--- config.mk ---
export PLATFORM = sky130hd
export DESIGN_NAME = conv_sched
export DESIGN_NICKNAME = d
export VERILOG_FILES = /design/src/rtl/conv_pkg.sv /design/src/rtl/conv_sched.sv
export SDC_FILE = /design/constraint.sdc
export NUM_CORES = 1
export LEC_CHECK = 0
export ABC_AREA = 0
export ABC_CLOCK_PERIOD_IN_PS = 5880
export CAP_MARGIN = 10
export CORE_ASPECT_RATIO = 1.75
export CORE_UTILIZATION = 50
export CTS_CLUSTER_SIZE = 14
export DETAILED_ROUTE_END_ITERATION = 6
export HOLD_SLACK_MARGIN = 0.03
export MAX_ROUTING_LAYER = met4
export PLACE_DENSITY = 0.79
export REMOVE_ABC_BUFFERS = 1
export SKIP_LAST_GASP = 1
export SLEW_MARGIN = 20
export SYNTH_ARGS = -nofsm -noshare
export SYNTH_HDL_FRONTEND = slang
export SYNTH_SLANG_ARGS = --single-unit
--- constraint.sdc ---
create_clock -name clk -period 5.88 [get_ports clk]
set_input_delay 0.588 -clock clk [delete_from_list [all_inputs] [get_ports clk]]
set_output_delay 0.588 -clock clk [all_outputs]
set_load 0.01 [all_outputs]
--- src/rtl/conv_pkg.sv ---
// Shared types and elaboration-time helpers for the convolution scheduler.
// Latency: none (package only).
// Backpressure: none (package only).
package conv_pkg;

    typedef enum logic [2:0] {
        S_IDLE  = 3'd0,
        S_CLEAR = 3'd1,
        S_MAC   = 3'd2,
        S_DRAIN = 3'd3,
        S_WRITE = 3'd4,
        S_DONE  = 3'd5
    } state_e;

    // Number of valid outputs of a "valid" (no padding) 1-D convolution.
    function automatic int calc_nout(input int lenx, input int lenf);
        return lenx - lenf + 1;
    endfunction

    // Number of P-wide lane groups needed to cover all outputs.
    function automatic int calc_ngrp(input int nout, input int p);
        return (nout + p - 1) / p;
    endfunction

endpackage

--- src/rtl/conv_sched.sv ---
// Sequences P parallel MAC lanes over a 1-D convolution, one lane group at a time.
// Latency: x_loaded -> clr_acc 1 cycle, first op_valid LENF+3 cycles; each further group LENF+3 cycles.
// Backpressure: WRITE holds op_valid/op_base/lane_mask and all addresses until op_ack is sampled.
module conv_sched
    import conv_pkg::*;
#(
    parameter int LENX  = 8,
    parameter int LENF  = 4,
    parameter int P     = 3,
    parameter int ADDRX = 3,
    parameter int ADDRF = 2
) (
    input  logic                 clk,
    input  logic                 reset,
    input  logic                 x_loaded,
    input  logic                 op_ack,
    output logic [P*ADDRX-1:0]   x_addr,
    output logic [ADDRF-1:0]     f_addr,
    output logic                 clr_acc,
    output logic                 en_acc,
    output logic                 op_valid,
    output logic [ADDRX-1:0]     op_base,
    output logic [P-1:0]         lane_mask,
    output logic                 batch_done
);

    localparam int NOUT = calc_nout(LENX, LENF);
    localparam int NGRP = calc_ngrp(NOUT, P);
    localparam int GW   = (NGRP > 1) ? $clog2(NGRP) : 1;
    localparam int KW   = (LENF > 1) ? $clog2(LENF) : 1;

    localparam logic [GW-1:0] LAST_GRP = GW'(NGRP - 1);
    localparam logic [KW-1:0] LAST_K   = KW'(LENF - 1);

    // Lane address for tap k, clamped so masked lanes never read past the last sample.
    function automatic logic [ADDRX-1:0] lane_addr(input int b, input int i, input int k);
        int a;
        a = b + i + k;
        if (a > LENX - 1) begin
            a = LENX - 1;
        end
        return ADDRX'(a);
    endfunction

    function automatic logic [P*ADDRX-1:0] addr_vec(input int b, input int k);
        logic [P*ADDRX-1:0] v;
        v = '0;
        for (int i = 0; i < P; i++) begin
            v[i*ADDRX +: ADDRX] = lane_addr(b, i, k);
        end
        return v;
    endfunction

    // Lanes beyond the last real output in the final group are masked off.
    function automatic logic [P-1:0] mask_of(input int b);
        logic [P-1:0] m;
        m = '0;
        for (int i = 0; i < P; i++) begin
            m[i] = (b + i < NOUT);
        end
        return m;
    endfunction

    localparam logic [P*ADDRX-1:0] XADDR_RST = addr_vec(0, 0);

    state_e              state_q, state_d;
    logic [ADDRX-1:0]    base_q, base_d;
    logic [GW-1:0]       grp_q, grp_d;
    logic [KW-1:0]       k_q, k_d;
    logic [P*ADDRX-1:0]  x_addr_d;
    logic [ADDRF-1:0]    f_addr_d;
    logic                clr_acc_d;
    logic                en_acc_d;
    logic                op_valid_d;
    logic [ADDRX-1:0]    op_base_d;
    logic [P-1:0]        lane_mask_d;
    logic                batch_done_d;

    // Next state, then outputs derived from the next state so every output is a flop.
    always_comb begin
        state_d      = state_q;
        base_d       = base_q;
        grp_d        = grp_q;
        k_d          = k_q;
        x_addr_d     = x_addr;
        f_addr_d     = f_addr;
        clr_acc_d    = 1'b0;
        // Memory and ROM reads return one cycle after the address, so accumulate lags MAC by one.
        en_acc_d     = (state_q == S_MAC);
        op_valid_d   = 1'b0;
        op_base_d    = op_base;
        lane_mask_d  = '0;
        batch_done_d = 1'b0;

        case (state_q)
            S_IDLE: begin
                if (x_loaded && !batch_done) begin
                    state_d = S_CLEAR;
                end
            end
            S_CLEAR: begin
                state_d = S_MAC;
                k_d     = '0;
            end
            S_MAC: begin
                if (k_q == LAST_K) begin
                    state_d = S_DRAIN;
                end else begin
                    k_d = k_q + KW'(1);
                end
            end
            S_DRAIN: begin
                state_d = S_WRITE;
            end
            S_WRITE: begin
                // x_loaded is deliberately not looked at here; only the ack moves us on.
                if (op_ack) begin
                    if (grp_q == LAST_GRP) begin
                        state_d = S_DONE;
                    end else begin
                        grp_d   = grp_q + GW'(1);
                        base_d  = base_q + ADDRX'(P);
                        state_d = S_CLEAR;
                    end
                end
            end
            S_DONE: begin
                state_d = S_IDLE;
                base_d  = '0;
                grp_d   = '0;
            end
            default: begin
                state_d = S_IDLE;
                base_d  = '0;
                grp_d   = '0;
            end
        endcase

        case (state_d)
            S_CLEAR: clr_acc_d = 1'b1;
            S_MAC: begin
                x_addr_d = addr_vec(int'(base_d), int'(k_d));
                f_addr_d = ADDRF'(k_d);
            end
            S_WRITE: begin
                op_valid_d  = 1'b1;
                op_base_d   = base_d;
                lane_mask_d = mask_of(int'(base_d));
            end
            S_DONE:  batch_done_d = 1'b1;
            default: ;
        endcase
    end

    // State and registered outputs; reset abandons any group in flight.
    always_ff @(posedge clk or negedge reset) begin
        if (!reset) begin
            state_q    <= S_IDLE;
            base_q     <= '0;
            grp_q      <= '0;
            k_q        <= '0;
            x_addr     <= XADDR_RST;
            f_addr     <= '0;
            clr_acc    <= 1'b1;
            en_acc     <= 1'b0;
            op_valid   <= 1'b0;
            op_base    <= '0;
            lane_mask  <= '0;
            batch_done <= 1'b0;
        end else begin
            state_q    <= state_d;
            base_q     <= base_d;
            grp_q      <= grp_d;
            k_q        <= k_d;
            x_addr     <= x_addr_d;
            f_addr     <= f_addr_d;
            clr_acc    <= clr_acc_d;
            en_acc     <= en_acc_d;
            op_valid   <= op_valid_d;
            op_base    <= op_base_d;
            lane_mask  <= lane_mask_d;
            batch_done <= batch_done_d;
        end
    end

endmodule

==> flow_summary_export.csv, run 1 <==
group,metric,value,unit
status,status,"finished clean",
synth,ys_async_sr_fraction,100,%
layout,final_cell_mix,"dfrtp_1, clkdlybuf4s50_1, nor2_1",
grt,grt_overflow_total,0,
drt,via_per_inst,5.48,
layout,num_antenna_cells,0,
grt,antenna_found_initial,0,
timing,finalSetupTns,0,ns
grt,grt_pass1_wl,5.79,mm
cts,post-cts-setup-buffer-count,0,
timing,post-route-period-util,57.8,%
floorplan,start_util,52.1,%
drt,dr_total_vias,1249,
layout,layout_commonest_cell,"dfrtp_1",
worst_hold_path,holdCritStartpoint,"x_addr[7]",
worst_setup_path,rr_worst_depth,11,
cts,cts_buffer_depth,2,
cts,clock_sinks,30,
synth,synth_cell_types,41,
timing,final-hold-violation-count,0,
layout,fin_nets,201,
drt,drc,0,
place,hpwl,2.50,mm
layout,fin_area,0.00200,mm^2
worst_setup_path,r2r-end,"x_addr[5]",
worst_hold_path,hold_path.class,"flop to flop",
floorplan,die_h,77.7,um
synth,ys.flop_type,"dfrtp_1",
floorplan,dieArea,0.00351,mm^2
synth,synth_area,0.00164,mm^2
worst_setup_path,critPathKind,"input port to flop",
timing,finalMaxSlewViolations,0,
synth,ys_seq_elements,30,
place,portBuffers,24,
worst_setup_path,crit_required,6.05,ns
cts,htreeDepth,2,
cts,clock_latency,0.28,ns
grt,grt_pass1_vias,1272,
worst_setup_path,regToRegStartpoint,"state_q[2]",
worst_hold_path,whs_path_depth,2,
timing,setup_viol,0,
floorplan,fp.coreArea,0.00314,mm^2
place,gp_congestion,0.881,
drt,drt_first_pass_iters,6,
timing,skew,0.00638,ns
cts,root_buffer,"clkbuf_8",
cts,cts_hold_buf,0,
worst_setup_path,r2r_slack,2.58,ns
job,max-cap-violations,0,
layout,syn_to_final_growth,22.3,%
timing,fmax,294,MHz
floorplan,pin_count,25,
grt,grt_max_degree,31,
grt,grt_usage,23.1,%
cts,clk_pin_slew,0.07,ns
worst_hold_path,hold_end,"x_addr[7]",
worst_setup_path,end_kind,"flop",
timing,rsz0062_at_grt,"no",
timing,worstMarginPinSlew,0.715,ns
worst_setup_path,crit_fanout,8,
synth,yosys_warnings,0,
synth,seq_area_frac_synth,46.1,%
cts,tritoncts,"done",
synth,avgSynthCellArea,10.5,um^2
timing,fin_crit,3.40,ns
floorplan,rows,27,
drt,drtIter0Drc,52,
worst_setup_path,crit_path_start_kind,"input port",
timing,slew_headroom,52.3,%
drt,routedWlPerCell,15.0,um
drt,routed_wl,3.42,mm
synth,synth-edff-count,0,
worst_setup_path,arrival,3.57,ns
place,place_area,0.00191,mm^2
drt,postRouteAntennaNets,0,
layout,drive_above_1_share,11.4,%
cts,cts_buffers,5,
synth,synthCells,156,
cts,cts_resized,0,
floorplan,fp.dieW,45.2,um
timing,holdWs,0.509,ns
[cell usage after synthesis (all sizes together), types with 2 or more instances]
library cell | n | area [um^2]
nand4 | 2 | 12.5
clkbuf | 2 | 7.51
a31oi | 4 | 25.0
inv | 17 | 63.8
ha | 10 | 125
o2111ai | 2 | 17.5
nand3 | 2 | 10.0
fa | 3 | 60.1
or2 | 3 | 18.8
a211oi | 2 | 15.0
nand2b | 3 | 18.8
o221a | 2 | 22.5
o21a | 4 | 30.0
dfrtp | 27 | 676
nor3b | 3 | 22.5
and2 | 2 | 12.5
mux2i | 2 | 20.0
mux2 | 6 | 71.3
nor2b | 3 | 18.8
nand2 | 3 | 11.3
nor2 | 18 | 67.6
a21oi | 12 | 60.1
o21ai | 3 | 15.0
buf | 3 | 27.5
o22ai | 2 | 12.5
dfstp | 3 | 78.8
nor3 | 2 | 10.0
[routing by layer]
layer,GRT usage [%],up-vias,share of wire (%)
li1,-,597,-
met1,26.3,607,37
met2,37.5,36,56
met3,4.19,9,3.5
met4,11.2,0,3.3
met5,-,-,0
[cell families after synthesis]
group           synth area share [%]
compound gates                  16.1
simple gates                    14.4
buf+inv                         6.04
flops                           46.1
fa+ha+maj                       11.3
mux                             5.58
xor+xnor                       0.535
[worst max-delay path: stages]
cell,delay [ns]
clkdlybuf4s50_1,0.56
nand2b_1,0.16
nor3b_1,0.22
a21oi_1,0.06
o22ai_1,0.55
ha_1,0.34
inv_1,0.07
or3_1,0.34
o2111a_2,0.20
or2_1,0.25
o221a_1,0.23
[area by class of cell]
cell class                 count  area [um^2]
multi-input combinational    104          783
clock inverter                 1         5.00
fill                         266         1140
sequential                    30          754
tap                           43         53.8
clock buffer                   7         86.3
inverter                      17         63.8
timing repair buffer          26          255
[registers in the layout, indices dropped and copies added (netlist names)]
register and cells:
x_addr 9, base_q 3, lane_mask 3, op_base 3
state_q 3, f_addr 2, k_q 2, batch_done 1
clr_acc 1, en_acc 1, grp_q 1, op_valid 1
[through the flow]
step	util, %	setup slack, ns	instances
floorplan	-	3.09	151
global placement	60.8	2.37	220
detailed placement	60.8	2.22	220
CTS	63.7	2.47	228
global route	63.7	2.25	228
finish	63.7	2.48	228
[worst max-delay path by stage]
stage	from	to	slack (ns)
CTS	op_ack	x_addr[4]	2.47
finish	op_ack	x_addr[4]	2.48
global route	op_ack	x_addr[6]	2.25
floorplan	base_q[0]	x_addr[4]	3.09
global placement	op_ack	x_addr[5]	2.37
detailed placement	op_ack	x_addr[4]	2.22
Power of run 1 is not shown: default switching activity piles up to over one toggle a cycle in this logic, so the estimate is an artifact.
==> run 2: changes to the inputs <==
--- a/config.mk
+++ b/config.mk
@@ -6,10 +6,10 @@
 export NUM_CORES = 1
 export LEC_CHECK = 0
 export ABC_AREA = 0
-export ABC_CLOCK_PERIOD_IN_PS = 5880
+export ABC_CLOCK_PERIOD_IN_PS = 3050
 export CAP_MARGIN = 10
 export CORE_ASPECT_RATIO = 1.75
-export CORE_UTILIZATION = 50
+export CORE_UTILIZATION = 48
 export CTS_CLUSTER_SIZE = 14
 export DETAILED_ROUTE_END_ITERATION = 6
 export HOLD_SLACK_MARGIN = 0.03
==> constraint.sdc (replaced) <==
create_clock -name clk -period 3.05 [get_ports clk]
set_input_delay 0.305 -clock clk [delete_from_list [all_inputs] [get_ports clk]]
set_output_delay 0.305 -clock clk [all_outputs]
set_load 0.01 [all_outputs]
==> flow_summary_export.csv, run 2 (synthesized netlist as in run 1, its figures left out) <==
group,metric,value,unit
grt,grt_pass1_wl,5.73,mm
timing,rsz0062_at_grt,"no",
floorplan,pin_count,25,
floorplan,die_h,79.2,um
layout,layout_commonest_cell,"dfrtp_1",
worst_setup_path,path_delay_family,"buffers and inverters",
cts,htreeDepth,2,
timing,worstMarginPinSlew,0.743,ns
worst_setup_path,critPathKind,"input port to flop",
timing,final-hold-violation-count,0,
drt,drtIter0Drc,27,
status,status,"finished clean",
layout,largest_register,"x_addr",
grt,grt_max_degree,31,
drt,postRouteAntennaNets,0,
layout,seq_area,754,um^2
drt,dr_total_vias,1285,
worst_hold_path,hold_path.class,"input port to asynchronous set/reset pin",
timing,finalMaxSlewViolations,0,
layout,num_antenna_cells,0,
place,hpwl,2.70,mm
worst_setup_path,crit_buf_inv,4,
drt,drc,0,
cts,tritoncts,"done",
worst_setup_path,slowest_delay,0.56,ns
place,gp_congestion,0.882,
layout,fin_nets,208,
cts,clk_pin_slew,0.07,ns
place,portBuffers,24,
floorplan,fp.dieW,46.1,um
timing,fin_crit,2.82,ns
worst_setup_path,crit_path_start_kind,"input port",
layout,multiInputGateArea,790,um^2
layout,largest_register_ffs,9,
cts,clock_latency,0.28,ns
worst_setup_path,slowest_stage,"clkdlybuf4s50_1",
timing,setup_ws,0.229,ns
worst_setup_path,arrival,2.99,ns
timing,post-route-period-util,92.5,%
worst_setup_path,crit_required,3.22,ns
timing,finalSetupTns,0,ns
layout,final_util,64.2,%
timing,skew,0.00860,ns
cts,cts_hold_buf,0,
layout,final_cell_mix,"dfrtp_1, clkdlybuf4s50_1, nor2_1",
floorplan,start_util,51.0,%
cts,clock_sinks,30,
job,max-cap-violations,0,
worst_setup_path,path_cells,"clkdlybuf4s50_1 -> nor4bb_1 -> a21oi_1 -> o22ai_1 -> inv_1 -> ha_1 -> inv_1 -> ha_1 -> a21oi_1 -> buf_4 -> o2111ai_1 -> o221a_1",
timing,holdWs,0.411,ns
drt,routedWlPerCell,14.8,um
drt,routed_wl,3.47,mm
drt,drt_first_pass_iters,5,
worst_setup_path,end_kind,"flop",
cts,cts_buffers,5,
timing,slew_headroom,50.3,%
grt,grt_pass1_vias,1285,
floorplan,rows,27,
layout,n_fill_cell,252,
timing,fmax,354,MHz
grt,antenna_found_initial,0,
floorplan,dieArea,0.00366,mm^2
place,place_ws,-0.0117,ns
timing,setup_viol,0,
grt,grt_overflow_total,0,
floorplan,fp.coreArea,0.00321,mm^2
layout,syn_to_final_growth,25.9,%
grt,grt_usage,23.2,%
cts,cts_buffer_depth,2,
cts,root_buffer,"clkbuf_8",
drt,via_per_inst,5.47,
worst_setup_path,crit_fanout,6,
layout,drive_above_1_share,15.1,%
## run 2: cell types whose count changed in the layout (fill, tap and decap cells not counted)
cell | before | now
buf_4 | 2 | 9
o22ai_1 | 2 | 1
o22ai_2 | 0 | 1
## run 2: worst reg2reg max path: cells and delay by family (launching register included)
kind / cells / cell delay (ns)
simple gates: 1 / 0.46
buf+inv: 3 / 0.32
compound gates: 5 / 0.80
fa+ha+maj: 2 / 0.61
flops: 1 / 0.50
## run 2: through the flow
stage               instances  area [um^2]
floorplan                 151         1600
global placement          227         1960
detailed placement        227         1960
CTS                       235         2050
global route              235         2060
finish                    235         2060
## run 2: per-layer routing
| layer | GRT usage, % | wire [um] |
|---|---|---|
| met5 | - | 0 |
| met2 | 38.3 | 1970 |
| met1 | 21.0 | 1250 |
| met3 | 7.50 | 108 |
| met4 | 16.2 | 143 |
## run 2: worst paths after layout
kind                            start         end  slack, ns  depth (start not counted)
max                            op_ack   x_addr[4]       0.23                         12
min                             reset  state_q[2]       0.41                          2
max reg2reg                state_q[2]   x_addr[4]       0.23                         11
min reg2reg                 x_addr[7]   x_addr[7]       0.51                          2
max in group asynchronous       reset   x_addr[7]       2.32                          2
min in group clk            x_addr[7]   x_addr[7]       0.51                          2
## run 2: cell type report
class | instances | area share (%)
Tap cell | 43 | 2.61
Clock inverter | 1 | 0.243
Multi-Input combinational cell | 104 | 38.3
Clock buffer | 7 | 4.19
Sequential cell | 30 | 36.6
Timing Repair Buffer | 33 | 14.9
Inverter | 17 | 3.10
## run 2: timing repair
item,in CTS,in global routing
resized for setup,0,1
buffers inserted,0,0
endpoints found under the setup margin,0,2
hold endpoints to repair,0,0
Power of run 2 is left out for the same reason.
==> run 3: changes to the inputs <==
--- a/config.mk
+++ b/config.mk
@@ -6,10 +6,10 @@
 export NUM_CORES = 1
 export LEC_CHECK = 0
 export ABC_AREA = 0
-export ABC_CLOCK_PERIOD_IN_PS = 3050
+export ABC_CLOCK_PERIOD_IN_PS = 2900
 export CAP_MARGIN = 10
 export CORE_ASPECT_RATIO = 1.75
-export CORE_UTILIZATION = 48
+export CORE_UTILIZATION = 50
 export CTS_CLUSTER_SIZE = 14
 export DETAILED_ROUTE_END_ITERATION = 6
 export HOLD_SLACK_MARGIN = 0.03
==> constraint.sdc (replaced) <==
create_clock -name clk -period 2.9 [get_ports clk]
set_input_delay 0.29 -clock clk [delete_from_list [all_inputs] [get_ports clk]]
set_output_delay 0.29 -clock clk [all_outputs]
set_load 0.01 [all_outputs]
==> flow_summary_export.csv, run 3 (synthesized netlist as in run 1, its figures left out) <==
group,metric,value,unit
timing,fmax,380,MHz
layout,syn_to_final_growth,28.8,%
drt,routed_wl,3.52,mm
timing,setup_viol,0,
cts,htreeDepth,2,
floorplan,start_util,52.1,%
worst_setup_path,critPathKind,"flop to flop",
floorplan,die_h,77.7,um
timing,rsz0062_at_grt,"no",
drt,dr_total_vias,1285,
timing,worstMarginPinSlew,0.478,ns
worst_setup_path,crit_required,3.06,ns
drt,dr_wl_met3,92,um
layout,layout_commonest_cell,"dfrtp_1",
drt,via_per_inst,5.35,
layout,final_util,67.1,%
cts,tritoncts,"done",
layout,num_antenna_cells,0,
drt,postRouteAntennaNets,0,
timing,slew_headroom,68.1,%
cts,clock_latency,0.28,ns
grt,grt_overflow_total,0,
floorplan,pin_count,25,
floorplan,fp.dieW,45.2,um
drt,dr.max_layer_used,"met4",
drt,drtIter0Drc,16,
timing,final-hold-violation-count,0,
worst_setup_path,crit_path_start_kind,"flop",
grt,grt_max_degree,31,
grt,grt_usage,24.5,%
place,gp_congestion,0.853,
drt,wl_met1,1.31,mm
worst_setup_path,arrival,2.80,ns
grt,antenna_found_initial,0,
place,hpwl,2.68,mm
layout,final_cell_mix,"dfrtp_1, clkdlybuf4s50_1, nor2_1",
place,portBuffers,24,
worst_setup_path,end_kind,"flop",
floorplan,rows,27,
worst_hold_path,hold_path.class,"input port to asynchronous set/reset pin",
worst_setup_path,crit_fanout,8,
cts,clk_pin_slew,0.07,ns
cts,root_buffer,"clkbuf_8",
cts,cts_hold_buf,0,
layout,drive_above_1_share,18.3,%
status,status,"finished clean",
drt,drt_first_pass_iters,4,
drt,wl_met2,2.02,mm
drt,drc,0,
grt,grt_pass1_vias,1367,
timing,fin_crit,2.63,ns
cts,clock_sinks,30,
floorplan,dieArea,0.00351,mm^2
layout,largest_register_ffs,9,
layout,largest_register,"x_addr",
place,place_area,0.00199,mm^2
grt,grt_pass1_wl,6.11,mm
cts,cts_buffers,5,
layout,fin_area,0.00211,mm^2
timing,post-route-period-util,90.7,%
floorplan,fp.coreArea,0.00314,mm^2
timing,finalMaxSlewViolations,0,
drt,routedWlPerCell,14.7,um
job,max-cap-violations,0,
layout,fin_nets,213,
cts,cts_buffer_depth,2,
timing,skew,0.00914,ns
-- run 3: changes by cell type in the layout (fill, tap and decap cells not counted) --
cell	before	now
nor4bb_1	1	0
nor4bb_2	0	1
buf_4	9	14
a21oi_2	0	1
a21oi_1	12	11
-- run 3: timing repair --
item	CTS	global route
gates resized for setup	0	3
setup endpoints to repair	0	5
buffers inserted	0	1
-- run 3: cell type report --
type	count	area, um^2
multi-input combinational	104	800
clock buffer	7	86.3
tap	43	53.8
fill	251	1030
timing repair buffer	38	345
clock inverter	1	5.00
inverter	17	63.8
sequential	30	754
-- run 3: path summary, 6_finish.rpt --
path | start | endpoint | slack (ns) | depth (start not counted)
min reg2reg | x_addr[7] | x_addr[7] | 0.50 | 2
max in group asynchronous | reset | clr_acc | 2.19 | 2
min in group clk | x_addr[7] | x_addr[7] | 0.50 | 2
max | state_q[2] | x_addr[4] | 0.27 | 9
min | reset | k_q[1] | 0.38 | 2
max reg2reg | state_q[2] | x_addr[4] | 0.27 | 9
-- run 3: per-layer routing --
metal	vias up	track usage [%]
met5	-	-
met4	0	13.0
met3	8	5.12
met2	22	40.9
met1	632	25.7
li1	623	-
-- run 3: critical path, cell delays in order (launching register included) --
cell and delay (ns):
dfrtp_1 0.49, nor4bb_2 0.38, a21oi_1 0.07, o22ai_1 0.24, ha_1 0.25, inv_1 0.07, or3_1 0.34, o2111a_2 0.21
or2_1 0.25, o221a_1 0.24
-- run 3: metrics by stage --
stage	instances	setup slack [ns]	TNS [ns]	hold slack, ns
finish	240	0.268	0	0.382
global route	240	0.0168	0	0.422
CTS	239	0.166	0	0.403
detailed placement	231	-0.0747	-0.231	0.495
global placement	231	-0.0144	-0.0144	0.488
floorplan	151	0.108	0	-0.00559
Power of run 3 is left out for the same reason.
